[src/rtl/scmp_dly_timer.sv]
// SC/MP DLY engine: counts 13 + 2*AC + 514*disp microcycles of CLKS_PER_UCYCLE clocks each.
// Latency: done pulses T*K clocks after the accepting edge; busy is high for exactly T*K cycles.
// Backpressure: start is only taken in IDLE with en=1; en=0 freezes all state, abort cancels.
module scmp_dly_timer #(
  parameter int CLKS_PER_UCYCLE = 50,
  parameter int UCYC_W          = 18,
  parameter int PRE_W           = 16
) (
  input  logic              clk,
  input  logic              rst_n,
  input  logic              en,
  input  logic              start,
  input  logic              abort,
  input  logic [7:0]        ac_in,
  input  logic [7:0]        disp_in,
  output logic              busy,
  output logic              done,
  output logic [7:0]        ac_out,
  output logic [UCYC_W-1:0] ucyc_left
);

`ifdef SIMULATION
  localparam int K_EFF = 1;
`else
  localparam int K_EFF = CLKS_PER_UCYCLE;
`endif

  localparam logic [PRE_W-1:0]  PRE_RELOAD = PRE_W'(K_EFF - 1);
  localparam logic [UCYC_W-1:0] UCYC_ONE   = UCYC_W'(1);

  typedef enum logic {
    ST_IDLE  = 1'b0,
    ST_COUNT = 1'b1
  } state_t;

  state_t            state_q, state_d;
  logic              busy_q, busy_d;
  logic              done_q, done_d;
  logic [7:0]        ac_q, ac_d;
  logic [UCYC_W-1:0] ucyc_q, ucyc_d;
  logic [PRE_W-1:0]  pre_q, pre_d;
  logic [UCYC_W-1:0] t_total;

  // Delay length in microcycles; 514*disp folds the inner 2*disp and outer 512*disp loops.
  always_comb begin
    t_total = UCYC_W'(13)
            + (UCYC_W'(ac_in) << 1)
            + (UCYC_W'(disp_in) * UCYC_W'(514));
  end

  // Next-state logic; nothing moves unless en is high.
  always_comb begin
    state_d = state_q;
    busy_d  = busy_q;
    done_d  = done_q;
    ac_d    = ac_q;
    ucyc_d  = ucyc_q;
    pre_d   = pre_q;
    if (en) begin
      case (state_q)
        ST_IDLE: begin
          done_d = 1'b0;
          if (start && !abort) begin
            ac_d    = ac_in;
            ucyc_d  = t_total;
            pre_d   = PRE_RELOAD;
            busy_d  = 1'b1;
            state_d = ST_COUNT;
          end
        end
        ST_COUNT: begin
          if (abort) begin
            // Cancel keeps the latched AC so the core sees its original value.
            busy_d  = 1'b0;
            done_d  = 1'b0;
            ucyc_d  = '0;
            state_d = ST_IDLE;
          end else if (pre_q != '0) begin
            pre_d = pre_q - PRE_W'(1);
          end else begin
            pre_d = PRE_RELOAD;
            if (ucyc_q == UCYC_ONE) begin
              ucyc_d  = '0;
              busy_d  = 1'b0;
              done_d  = 1'b1;
              ac_d    = 8'hFF;
              state_d = ST_IDLE;
            end else begin
              ucyc_d = ucyc_q - UCYC_ONE;
            end
          end
        end
        default: begin
          state_d = ST_IDLE;
          busy_d  = 1'b0;
          done_d  = 1'b0;
        end
      endcase
    end
  end

  // State and registered outputs; async reset discards any delay in flight.
  always_ff @(posedge clk or negedge rst_n) begin
    if (!rst_n) begin
      state_q <= ST_IDLE;
      busy_q  <= 1'b0;
      done_q  <= 1'b0;
      ac_q    <= 8'h00;
      ucyc_q  <= '0;
      pre_q   <= '0;
    end else begin
      state_q <= state_d;
      busy_q  <= busy_d;
      done_q  <= done_d;
      ac_q    <= ac_d;
      ucyc_q  <= ucyc_d;
      pre_q   <= pre_d;
    end
  end

  assign busy      = busy_q;
  assign done      = done_q;
  assign ac_out    = ac_q;
  assign ucyc_left = ucyc_q;

endmodule

[config.mk]
export PLATFORM = sky130hd
export DESIGN_NAME = scmp_dly_timer
export DESIGN_NICKNAME = d
export VERILOG_FILES = /design/src/rtl/scmp_dly_timer.sv
export SDC_FILE = /design/constraint.sdc
export NUM_CORES = 1
export LEC_CHECK = 0
export CORE_UTILIZATION = 47
export DETAILED_ROUTE_END_ITERATION = 16
export PLACE_DENSITY_LB_ADDON = 0.15
export SLEW_MARGIN = 20
export SYNTH_ARGS = -nofsm -noshare
export SYNTH_HDL_FRONTEND = slang
export SYNTH_SLANG_ARGS = --single-unit
[constraint.sdc]
create_clock -name clk -period 2.55 [get_ports clk]
set_input_delay 0.3825 -clock clk [delete_from_list [all_inputs] [get_ports clk]]
set_output_delay 0.3825 -clock clk [all_outputs]
set_load 0.03 [all_outputs]
==> impl_summary.txt <==
----------------------------------------------------
[Die]
  Count of boundary I/O pins ... 49
  Die height ... roughly 83 um
  Site row count ... 28
  Die boundary width ... 82.51 um
  Area enclosed by the die boundary ... between 6000 and 7000 sq um
  Placeable core region ... between 6000 and 7000 sq um
  Initial core utilization ... between 40 and 50%

[Logic synthesis]
  Number of standard cells after synthesis ... approximately 350
  Ys flop type ... sky130_fd_sc_hd__dfrtp_1
  Count of different cell masters after synthesis ... 56
  Mapped Nets ... between 300 and 400
  Post-synth design cell area ... around 3000 sq um
  Post-synth top area cell ... sky130_fd_sc_hd__dfrtp_1
  Area share of the largest cell type after synthesis ... a little under two fifths
  Count of warnings emitted by yosys ... 0
  Number of synthesized register bits ... between 40 and 50
  Sequential-to-total area share from yosys stat ... around 37%
  Post-synth EDFFs ... 0
  Synthesized area per cell ... just under 9 sq um
  Share of flip-flops with an asynchronous set or reset after synthesis ... between 90% and 100%
  Largest cells by area after synthesis ... sky130_fd_sc_hd__dfrtp_1 (37%), sky130_fd_sc_hd__ha_1 (8.2%), sky130_fd_sc_hd__o21ai_0 (5.3%)

[Outcome]
  Result of the run ... finished clean

[Power]
  Pwr per Cell Area ... 784.6 nW/um^2
  Total leakage power ... 1.752 nW
  Worst ir drop on vdd ... about 0.00057 V

[Place]
  Post-detail-place hpwl ... 6102 um
  Setup WS pre-CTS ... -0.4281 ns
  RePlAce Congestion ... around 0.9
  Instance count after placement with tap cells included ... around 500
  Placed Area ... ~3900 sq um
  Port Buffer Count ... 48

[Hold path]
  Class of the most critical hold timing path ... in2async

[Layout]
  Commonest non-fill, non-tap cell in the layout ... sky130_fd_sc_hd__clkdlybuf4s50_1
  Layout cell share with drive strength beyond 1 ... roughly 18%
  Post-route non-filler standard cell count ... between 500 and 600
  Area growth from synthesis to layout ... 34.74%
  Utilization after layout ... 67.34%
  Commonest cells after routing, fill and taps aside ... sky130_fd_sc_hd__clkdlybuf4s50_1 (46), sky130_fd_sc_hd__dfrtp_1 (44), sky130_fd_sc_hd__buf_4 (42)
  Number of nets in the layout ... ~480
  Post-route standard cell area excluding fillers ... slightly above 4000 sq um
  Final antenna diode count ... 0

[Global route]
  Overall overflow remaining after global route ... 0
  Number of antenna violations at the first check in global routing ... 0
  Largest net degree at the start of global routing ... 33
  Global-route wire length before repair ... 13420 um
  Via count of the first global-routing pass ... approximately 2800
  Overall fraction of global-route tracks in use ... a little over a quarter

[Timing]
  Setup-failing EPs final ... 0
  Final Skew ... 0.008649 ns
  Number of hold violations in the final report ... 0
  Maximum operating frequency ... 405.3 MHz
  Post-route setup TNS ... 0 ns
  Worst setup slack after layout ... between 0.08 and 0.09 ns
  Max-slew violation count ... 0
  Worst Tran Pin Value ... between 0.5 and 0.6 ns
  Crit path time final ... 2.468 ns
  Worst rel slew slack ... approximately two thirds
  Final cycle utilization of the critical path ... 96.77%

[CTS]
  Clock network latency to the later pin of the worst-skew pair ... a little over 0.3 ns
  Clock Path Buffers ... 2
  Clock tree root driver cell ... sky130_fd_sc_hd__clkbuf_8
  Total CTS buffers ... 5
  CTS clk-pin slew, worst paths ... ~0.1 ns
  Number of sinks driven by the clock tree ... 45
  Number of H-tree levels ... 2
  Clock tree from TritonCTS ... built

[Route]
  Overall routed net length ... approximately 8100 um
  Drt initial violations ... ~240
  Detailed-route wire length per cell ... 15.97 um
  Drt pass-1 iters ... 5
  Count of antenna-violating nets left after detailed routing ... 0
  Total via count in the routed design ... a little under 3000
  Drt via density ... between 5 and 6
  DRC violation count after routing ... 0

[Worst setup path]
  Launching instance or port of the critical path ... ac_in[1]
  Crit path launch type ... primary input
  Critical R2R Launch ... ucyc_left[0]
  Maximum net fanout on the critical path ... 2
  Required time at the worst-slack endpoint ... approximately 2.8 ns
  Classification of the worst setup path ... in2reg
  Nature of the critical path endpoint ... flip-flop
  Critical path data arrival time ... approximately 2.7 ns

[Job]
  Max-capacitance violation count ... 0

----------------------------------------------------
==> registers in the layout, indices dropped and copies added (netlist names) <==
name / flops
pre_q: 16
state_q: 1
ucyc_left: 18
done: 1
busy: 1
ac_out: 8
==> through the flow <==
| stage | hold WS [ns] | power (mW) |
|---|---|---|
| floorplan | 0.08691 | 1.966 |
| global placement | 0.2976 | 2.549 |
| detailed placement | 0.3013 | 2.571 |
| CTS | 0.5031 | 3.161 |
| global route | 0.5269 | 3.430 |
| finish | 0.4851 | 3.221 |
==> worst paths after layout <==
path | slack [ns] | endpoint | depth (start not counted)
worst max-delay path | 0.08 | ucyc_left[6] | 12
worst min-delay path | 0.49 | pre_q[4] | 2
worst max register to register | 0.11 | ucyc_left[16] | 8
worst min register to register | 0.52 | busy | 2
max in group asynchronous | 1.33 | ucyc_left[10] | 3
min in group clk | 0.52 | busy | 2
==> power breakdown <==
part | internal, mW | leakage (nW) | switching [mW]
logic | 0.695 | 1.13 | 0.829
clock network | 0.301 | 0.0603 | 0.276
registers | 0.897 | 0.564 | 0.224
==> synth_stat cells, types with 3 or more instances <==
cell	n
sky130_fd_sc_hd__xnor2_1	14
sky130_fd_sc_hd__or4_1	4
sky130_fd_sc_hd__or3_1	5
sky130_fd_sc_hd__a31oi_1	3
sky130_fd_sc_hd__o21ai_0	32
sky130_fd_sc_hd__nor3_1	15
sky130_fd_sc_hd__and3_1	4
sky130_fd_sc_hd__nor4_1	8
sky130_fd_sc_hd__nand3_1	4
sky130_fd_sc_hd__o31ai_1	3
sky130_fd_sc_hd__ha_1	20
sky130_fd_sc_hd__o22a_1	6
sky130_fd_sc_hd__dfrtp_1	45
sky130_fd_sc_hd__nand2b_1	6
sky130_fd_sc_hd__xor2_1	10
sky130_fd_sc_hd__nor2b_1	6
sky130_fd_sc_hd__a21oi_1	19
sky130_fd_sc_hd__a21o_1	3
sky130_fd_sc_hd__a22o_1	4
sky130_fd_sc_hd__nand2_1	24
sky130_fd_sc_hd__nand4_1	7
sky130_fd_sc_hd__nor2_1	37
sky130_fd_sc_hd__a2bb2oi_1	3
sky130_fd_sc_hd__inv_1	17
sky130_fd_sc_hd__clkbuf_1	8
==> logic make-up after synthesis <==
family	share of synthesized area [%]
buffers and inverters	3.737
and+or+nand+nor	22.92
xor gates and xnor gates	6.899
adders and majority gates	8.871
AOI/OAI and AO/OA	20.62
DFF	36.96
==> worst max-delay path, cell delays in order <==
cell                              delay, ns
sky130_fd_sc_hd__clkdlybuf4s50_1       0.45
sky130_fd_sc_hd__inv_1                 0.05
sky130_fd_sc_hd__ha_1                  0.28
sky130_fd_sc_hd__inv_2                 0.05
sky130_fd_sc_hd__ha_4                  0.15
sky130_fd_sc_hd__fa_2                  0.36
sky130_fd_sc_hd__buf_6                 0.13
sky130_fd_sc_hd__a21o_1                0.18
sky130_fd_sc_hd__a21oi_2               0.14
sky130_fd_sc_hd__xor2_1                0.19
sky130_fd_sc_hd__o21ai_1               0.08
sky130_fd_sc_hd__a22o_1                0.22
==> area by class of cell <==
| type | instances | area [sq um] |
|---|---|---|
| sequential | 45 | 1127 |
| multi-input combinational | 273 | 1887 |
| fill | 517 | 1991 |
| inverter | 17 | 63.81 |
| clock inverter | 3 | 50.05 |
| tap | 75 | 93.84 |
| timing repair buffer | 92 | 814.5 |
| clock buffer | 5 | 68.82 |
==> per-layer routing <==
| layer | global-route usage [%] | wire length [um] |
|---|---|---|
| met3 | 4.396 | 507 |
| met5 | 0 | 0 |
| met4 | 8.103 | 125 |
| met2 | 41.07 | 3657 |
| met1 | 36.76 | 3857 |
==> timing repair <==
| item | CTS | global route |
|---|---|---|
| resized for setup | 6 | 16 |
| setup endpoints to repair | 6 | 10 |
| hold buffers | 1 | 0 |
| buffers inserted | 0 | 4 |
| hold endpoints to repair | 13 | 0 |
| pin swaps | 2 | 12 |
(Power assumes the default switching activity.)
